$ cat src/rtl/display_scan_ctrl.sv
// Time-multiplexed scan controller for the 3-digit timer display: snapshots digits per
// frame, drives a shared BCD decoder and produces guarded, blanked, blinkable enables.
module display_scan_ctrl #(
    parameter int unsigned SCAN_DIV     = 1000,
    parameter int unsigned GUARD        = 2,
    parameter int unsigned BLINK_FRAMES = 100,
    parameter int unsigned LZB          = 1
) (
    input  logic       clk,
    input  logic       rst_n,
    input  logic [3:0] sec_ones,
    input  logic [3:0] sec_tens,
    input  logic [3:0] min,
    input  logic       blink_en,
    output logic [3:0] dec_bcd,
    input  logic [6:0] dec_segs,
    output logic [6:0] seg,
    output logic [2:0] dig_en,
    output logic       frame_tick
);

    localparam int unsigned PW = $clog2(SCAN_DIV);
    localparam int unsigned BW = (BLINK_FRAMES > 1) ? $clog2(BLINK_FRAMES) : 1;

    localparam logic [PW-1:0] P_LAST   = PW'(SCAN_DIV - 1);
    localparam logic [PW-1:0] P_GUARD  = PW'(GUARD);
    localparam logic [BW-1:0] B_LAST   = BW'(BLINK_FRAMES - 1);
    localparam logic [6:0]    SEG_DASH = 7'b0000001;
    localparam logic [1:0]    SLOT_ONES = 2'd0;
    localparam logic [1:0]    SLOT_TENS = 2'd1;
    localparam logic [1:0]    SLOT_MIN  = 2'd2;

    logic [PW-1:0] p;
    logic [1:0]    slot;
    logic [3:0]    sh_ones;
    logic [3:0]    sh_tens;
    logic [3:0]    sh_min;
    logic          sh_blink;
    logic [BW-1:0] blink_cnt;
    logic          blink_phase;

    logic          p_end;
    logic          frame_end;
    logic [PW-1:0] p_nxt;
    logic [1:0]    slot_nxt;
    logic [3:0]    sel_digit;
    logic [3:0]    dec_nxt;
    logic          lz_min;
    logic          lz_tens;
    logic          slot_on;
    logic          dark;
    logic [2:0]    dig_en_nxt;
    logic          frame_tick_nxt;
    logic [6:0]    seg_nxt;

    // Scan position for the next cycle
    always_comb begin
        p_end     = (p == P_LAST);
        frame_end = p_end && (slot == SLOT_MIN);
        p_nxt     = p_end ? '0 : p + PW'(1);
        slot_nxt  = slot;
        if (p_end) begin
            slot_nxt = (slot == SLOT_MIN) ? SLOT_ONES : slot + 2'd1;
        end
    end

    // Decoder input follows the slot being entered; at frame end it takes the fresh snapshot
    always_comb begin
        case (slot_nxt)
            SLOT_TENS: sel_digit = sh_tens;
            SLOT_MIN:  sel_digit = sh_min;
            default:   sel_digit = sh_ones;
        endcase
        dec_nxt = frame_end ? sec_ones : sel_digit;
    end

    // Enables are only ever raised at p >= GUARD, where the shadow cannot change this edge
    always_comb begin
        lz_min  = (LZB != 0) && (sh_min == 4'd0);
        lz_tens = lz_min && (sh_tens == 4'd0);
        case (slot_nxt)
            SLOT_TENS: slot_on = !lz_tens;
            SLOT_MIN:  slot_on = !lz_min;
            default:   slot_on = 1'b1;
        endcase
        dark       = sh_blink && blink_phase;
        dig_en_nxt = '0;
        if ((p_nxt >= P_GUARD) && slot_on && !dark) begin
            dig_en_nxt = 3'b001 << slot_nxt;
        end
        frame_tick_nxt = (slot_nxt == SLOT_MIN) && (p_nxt == P_LAST);
        seg_nxt        = (dec_bcd > 4'd9) ? SEG_DASH : dec_segs;
    end

    // Prescaler, slot counter and frame snapshot
    always_ff @(posedge clk or negedge rst_n) begin
        if (!rst_n) begin
            p        <= '0;
            slot     <= SLOT_ONES;
            sh_ones  <= '0;
            sh_tens  <= '0;
            sh_min   <= '0;
            sh_blink <= 1'b0;
        end else begin
            p    <= p_nxt;
            slot <= slot_nxt;
            if (frame_end) begin
                sh_ones  <= sec_ones;
                sh_tens  <= sec_tens;
                sh_min   <= min;
                sh_blink <= blink_en;
            end
        end
    end

    // Blink phase toggles every BLINK_FRAMES frames while blinking; clears otherwise
    always_ff @(posedge clk or negedge rst_n) begin
        if (!rst_n) begin
            blink_cnt   <= '0;
            blink_phase <= 1'b0;
        end else if (!sh_blink) begin
            blink_cnt   <= '0;
            blink_phase <= 1'b0;
        end else if (frame_end) begin
            if (blink_cnt == B_LAST) begin
                blink_cnt   <= '0;
                blink_phase <= !blink_phase;
            end else begin
                blink_cnt <= blink_cnt + BW'(1);
            end
        end
    end

    // Registered outputs
    always_ff @(posedge clk or negedge rst_n) begin
        if (!rst_n) begin
            dec_bcd    <= '0;
            seg        <= '0;
            dig_en     <= '0;
            frame_tick <= 1'b0;
        end else begin
            dec_bcd    <= dec_nxt;
            seg        <= seg_nxt;
            dig_en     <= dig_en_nxt;
            frame_tick <= frame_tick_nxt;
        end
    end

endmodule

$ cat config.mk
export PLATFORM = sky130hd
export DESIGN_NAME = display_scan_ctrl
export DESIGN_NICKNAME = d
export VERILOG_FILES = /design/src/rtl/display_scan_ctrl.sv
export SDC_FILE = /design/constraint.sdc
export NUM_CORES = 1
export LEC_CHECK = 0
export CAP_MARGIN = 20
export CORE_AREA = 5 5 83 66
export DETAILED_ROUTE_END_ITERATION = 16
export DIE_AREA = 0 0 88 71
export GPL_ROUTABILITY_DRIVEN = 0
export PLACE_DENSITY = 0.77
export SETUP_SLACK_MARGIN = 0.15
export SYNTH_ARGS = -nofsm -noshare
export SYNTH_HDL_FRONTEND = slang
export SYNTH_SLANG_ARGS = --single-unit
$ cat constraint.sdc
create_clock -name clk -period 2.82 [get_ports clk]
set_input_delay 0.564 -clock clk [delete_from_list [all_inputs] [get_ports clk]]
set_output_delay 0.564 -clock clk [all_outputs]
set_load 0.01 [all_outputs]
* After elaboration in Yosys (flattened, before gate mapping)
Cells that the tools add are included.
** Cells by class
- Equality and inequality tests :: 8
- Order comparisons :: 2
- Shift-type cells :: 1
- Add/subtract/negate cells :: 3
- Reductions and logical operators :: 13
- Muxes and demuxes :: 14
** Operators with widths (number)
- 2-to-1 mux 7 bit :: 4
- == test 10 bit, second input constant :: 2
- adder 10 x 1 -> 10 bit, second input constant :: 1
- >= comparator 10 x 2 -> 1 bit, second input constant :: 1
- 2-to-1 mux 10 bit :: 1
- zero test 4 bit :: 2
- one-hot mux 4 bit (2 select lines) :: 1
- adder 7 x 1 -> 7 bit, second input constant :: 1
- == test 7 bit, second input constant :: 1
- logical AND 1 bit :: 6
- == test 2 bit, second input constant :: 2
- greater-than comparator 4 bit, second input constant :: 1
- zero test 1 bit :: 4
- 2-to-1 mux 2 bit :: 2
- 2-to-1 mux 4 bit :: 1
- != test 2 x 1 -> 1 bit, second input constant :: 2
- 2-to-1 mux 1 bit :: 3
- 2-to-1 mux 3 bit :: 1
- << shifter 1 x 2 -> 3 bit, first input constant :: 1
- adder 2 x 1 -> 2 bit, second input constant :: 1
- == test 2 x 1 -> 1 bit, second input constant :: 1
- one-hot mux 1 bit (2 select lines) :: 1
- AND reduction 2 bit :: 1
** Storage, ports and cells
- Bits of input ports :: 22
- Flip-flop bits (word level) :: 48
- Output and inout bits :: 15

* Logic depth before layout (Yosys ltp)
Gate-level depths: netlist of the first run.
- Depth in word-level cells :: 8
- Depth in mapped cells :: 11
- Depth with buffers taken out :: 11

* Worst setup path after synthesis of the first run
OpenSTA, ideal clock, no wires.
- Path type :: flip-flop to flip-flop
- Start :: register p[0]
- End :: register dig_en[0]
- Setup time :: 0.148 ns
- Path slack :: 0.555 ns
- Clock period less this slack :: 2.265 ns
- Arrival :: 2.118 ns
- Data required time :: 2.672 ns
- Cell stages (with the launch flop) :: 11
- Cells stage by stage :: dfrtp_1 ha_1 and4bb_1 nand3_1 nor3_1 a21oi_1 ha_1 clkbuf_1 nand3_1 nand3_1 a21oi_1
** On the way
- Word-level cells in the longest chain between the ends :: 7
- Elaborated cells on any way between the ends :: 12
** Ends and longest elaborated chain
- start, declared :: line 33 : logic [PW-1:0] p;
- start signal, assigned :: line 105 : p <= p_nxt;
- branches (longest 6 deep; another with adder 10 x 1 -> 10 bit)
- 2-to-1 mux 3 bit * :: line 88 : if ((p_nxt >= P_GUARD) && slot_on && !dark) begin
- net dig_en_nxt[0] :: line 52 : logic [2:0] dig_en_nxt;
- end signal, assigned :: line 144 : dig_en <= dig_en_nxt;
- end, declared :: line 18 : output logic [2:0] dig_en,
Mark *: on every way through the listed nets, which the timed path passes.
A chain may end at the register's enable or synchronous reset.

* Worst setup path in the final report of the first run
- Start :: register p[0]
- End :: register dig_en[0]
** On the way
- Word-level cells in the longest chain between the ends :: 7
- Elaborated cells on any way between the ends :: 12
** Ends and longest elaborated chain
- == test 10 bit * :: line 58 : p_end = (p == P_LAST);
- 2-to-1 mux 2 bit * :: line 62 : if (p_end) begin
- net slot_nxt[1] :: line 45 : logic [1:0] slot_nxt;
- == test 2 bit / == test 2 x 1 -> 1 bit (equally long branches) :: line 81 : case (slot_nxt)
- one-hot mux 1 bit (2 select lines) :: line 81
- logical AND 1 bit (2 in series) :: line 88
- 2-to-1 mux 3 bit * :: line 88
- net dig_en_nxt[0] :: line 52
The timed path passes the listed nets; every way through them passes the cells marked *.

==> results.md, run 1 <==
- PD cells: 419.0 mW/mm²
- Initial antenna violation count: 0
- Status: finished, final reports clean
- Clock Sink Count: 48
- Top cells by area, synth: dfrtp_1 (53%), nand2_1 (8.3%), ha_1 (3.9%)
- Worst slew margin: 51.77%
- H-tree Lvls: 2
- Layout Nets: 294
- Sw Ratio: 21.21%
- Int Pwr: 0.9116 mW
- Worst stage delay on the critical path: 0.43 ns
- Die Height: 71 µm
- Placed Instance Area: between 0.002 and 0.003 mm²
- Final-report setup violation count: 0
- Routed via count: 1,769
- Detail Route Antenna Nets: 0
- Max-Cap Viols: 0
- DRC violations left: 0
- Critical Path End Type: register
- Footprint of the multi-input gates: 980.9 µm²
- Reg-to-reg endpoint: dig_en[0]$_DFF_PN0_
- Die footprint: around 0.0062 mm²
- XOR/XNOR Fraction of Synth Area: under 10%
- Worst slack, placed: around 0.23 ns
- Post-synth EDFFs: 0
- Row count: 22
- R2R Setup Slk: 0.37 ns
- Startpoint Class: register
- Clock buffer depth: 2
- Worst Slack Setup Final: approximately 0.37 ns
- Sequential share of power: slightly below 60%
- Crit-path cells: ha_2 -> and4bb_1 -> nand3_2 -> nand2_1 -> o21a_1 -> inv_1 -> ha_1 -> o21ai_0 -> nand3_1 -> nand3_1 -> a21oi_1
- Synth Area in Simple Gates: 22.80%
- Post-Syn Nets: between 200 and 300
- Crit path top cell by count: nand3_1
- GRT overflow: 0
- Largest net degree at the start of global routing: 28
- PortBufs: 36
- Core area: 0.004652 mm²
- Cell area after synthesis: 0.002250 mm²
- Largest family of logic cells by synthesized area: simple AND/OR/NAND/NOR gates
- WL met3: 272 µm
- Clock group share of total power: 36.9%
- Asr flop ratio synth: 100.0%
- Mux cell area share after synthesis: 0%
- Synthesis-to-layout area growth: 22.75%
- Clk_lat worst skew: 0.30 ns
- Number of global-route vias before repair: about 1,700
- Initial core utilization: 48.36%
- Met1 Wirelength: 2187 µm
- Clock root cell: clkbuf_8
- Peak Freq: 408.0 MHz
- Antenna Diode Count: 0
- Router iterations before antenna repair: 4
- Final min period: 2.451 ns
- Crit path arrival time: approximately 2.6 ns
- Compound-Gate Fraction of Synth Area: 12.90%
- Vias per cell: ~5.4
- Synth Instances: 227
- Hold/Removal Path Class: in -> async
- WP buf/inv: 1
- DRT iter0 DRCs: 65
- CTS Buf Count: 5
- Top-area cell type share of the netlist area: approximately 53%
- CTS tree: done
- First-pass GRT wire length: between 7000 and 8000 µm
- Register-to-Register Path Depth: 11
- Slowest-stage cell, CP: dfrtp_2
- Peak VDD IR: ~0.00019 V
- Post-CTS setup buffers: 0
- Least-Margin Pin Slew: 0.7159 ns
- Library cells used by synthesis: 38
- Met2 Routed Length: roughly 2000 µm
- WS Path Type: reg -> reg
- Number of fill cells: 426
- Most common cell in the netlist: nand2_1
- Post-synthesis sequential area ratio: around 53%
- Final WL: between 4000 and 5000 µm
- Syn_area_per_cell: 9.910 µm²
- GRT Total Usage: 15.61%
- CP max FO: 8
- Clock slew at the register clock pins of the worst setup and hold paths: 0.09 ns
- Post-Synth Adder-Cell Area: between 3 and 4%
- CP required: 2.98 ns
- # IOs: 37
- Pleak: 1.225 nW
- Synth area leader: dfrtp_1
- #FFs+latches synth: 48
- Final Hold Fails: 0
- HPWL Detailed: around 3400 µm
- Die width: 88 µm
- Layout cells sized above 1: 6.767%
- Switching power: 0.2455 mW
- Logic gate share of total power: 3.6%
- Setup tns final: 0 ns
- Wirelength per Cell: 13.97 µm
- Final instance area: between 0.002 and 0.003 mm²
- Synth cell count leaders: nand2_1 (50), dfrtp_1 (48), o21ai_0 (13), nand3_1 (12)
- Sequential cell area: between 0.001 and 0.0015 mm²
- Skew final: roughly 0.004 ns
- Max Slew Vio Count: 0
- Tcrit/Tclk final: 86.92%
- Top delay family on crit path: simple AND/OR/NAND/NOR gates
- Uppermost layer routed: met4
- Dominant synthesized flop cell: dfrtp_1
- Reg2reg start: p[0]$_DFF_PN0_
- Yosys warns: 0
- RSZ-0062 raised after global routing: false
- Power Total: 1.157 mW
[power groups by stage]
stage | sequential [mW] | combinational (mW) | clock [mW]
after floorplan | 0.702 | 0.000471 | 0
after global placement | 0.701 | 0.0427 | 0
after detailed placement | 0.701 | 0.0434 | 0
after CTS | 0.688 | 0.0436 | 0.445
after global routing | 0.688 | 0.0469 | 0.479
final | 0.688 | 0.0421 | 0.427
[layout by cell type, fill, tap and decap left out, types with 7 or more instances in the layout]
cell	netlist	layout
a21oi_1	8	7
and2_1	8	8
and3_1	7	7
clkdlybuf4s50_1	0	35
dfrtp_1	48	46
inv_1	7	7
nand2_1	50	50
nand3_1	12	11
nor2_1	7	7
o21ai_0	13	13
[area by class of cell]
class | instances | area share (%)
Inverter | 7 | 0.9515
Sequential cell | 48 | 43.59
Multi-Input combinational cell | 164 | 35.52
Clock inverter | 2 | 0.5437
Timing Repair Buffer | 39 | 13.68
Tap cell | 60 | 2.719
Clock buffer | 6 | 2.990
[how the worst max path moves through the flow]
stage              startpoint                  end  slack, ns  cells after the start
2_1_floorplan  p[0]$_DFF_PN0_  dig_en[0]$_DFF_PN0_       0.55                     10
3_5_place_dp   p[0]$_DFF_PN0_  dig_en[0]$_DFF_PN0_       0.23                     10
5_1_grt        p[0]$_DFF_PN0_  dig_en[0]$_DFF_PN0_       0.18                     11
4_1_cts        p[0]$_DFF_PN0_  dig_en[0]$_DFF_PN0_       0.22                     10
6_report       p[0]$_DFF_PN0_  dig_en[0]$_DFF_PN0_       0.37                     11
3_3_place_gp   p[0]$_DFF_PN0_  dig_en[1]$_DFF_PN0_       0.38                     10
[timing repair]
action / in CTS / in global routing
hold buffers: 0 / 0
endpoints found under the setup margin: 0 / 8
gates resized for setup: 0 / 5
[flip-flops by register name (all words and copies together), names as in the netlist]
register / flops
dig_en: 3
dec_bcd: 4
seg: 7
blink_phase: 1
slot: 2
sh_ones: 4
sh_tens: 4
blink_cnt: 7
p: 10
frame_tick: 1
sh_min: 4
sh_blink: 1
[cells by family (layout without fill, tap and decap cells)]
kind of cell	after synthesis	after routing
buffers and inverters	15	54
adder cells (fa/ha/maj)	7	7
flip-flops	48	48
AO/OA/AOI/OAI	45	45
AND/OR/NAND/NOR	103	103
XOR/XNOR	9	9
[stage by stage]
| step | hold WS, ns | utilization (%) | instances |
|---|---|---|---|
| final | 0.2196 | 59.36 | 326 |
| after global routing | 0.2500 | 59.36 | 326 |
| after CTS | 0.2271 | 59.06 | 326 |
| after detailed placement | 0.4625 | 56.97 | 318 |
| after global placement | 0.4584 | 56.97 | 318 |
| after floorplan | 0.2684 | - | 227 |
[per-layer routing]
metal,global-route usage [%],up-vias
li1,-,864
met1,21.28,847
met2,23.91,50
met3,3.842,8
met4,6.133,0
met5,0,-
Note: power is estimated with default switching activity, not from simulation.
==> run 2, diff against run 1 <==
Settings changed: CTS_BUF_LIST set to sky130_fd_sc_hd__clkbuf_2 sky130_fd_sc_hd__clkbuf_4 sky130_fd_sc_hd__clkbuf_8.
==> results of run 2 <==
Final layout, timing and power as in run 1 (identical DEF).
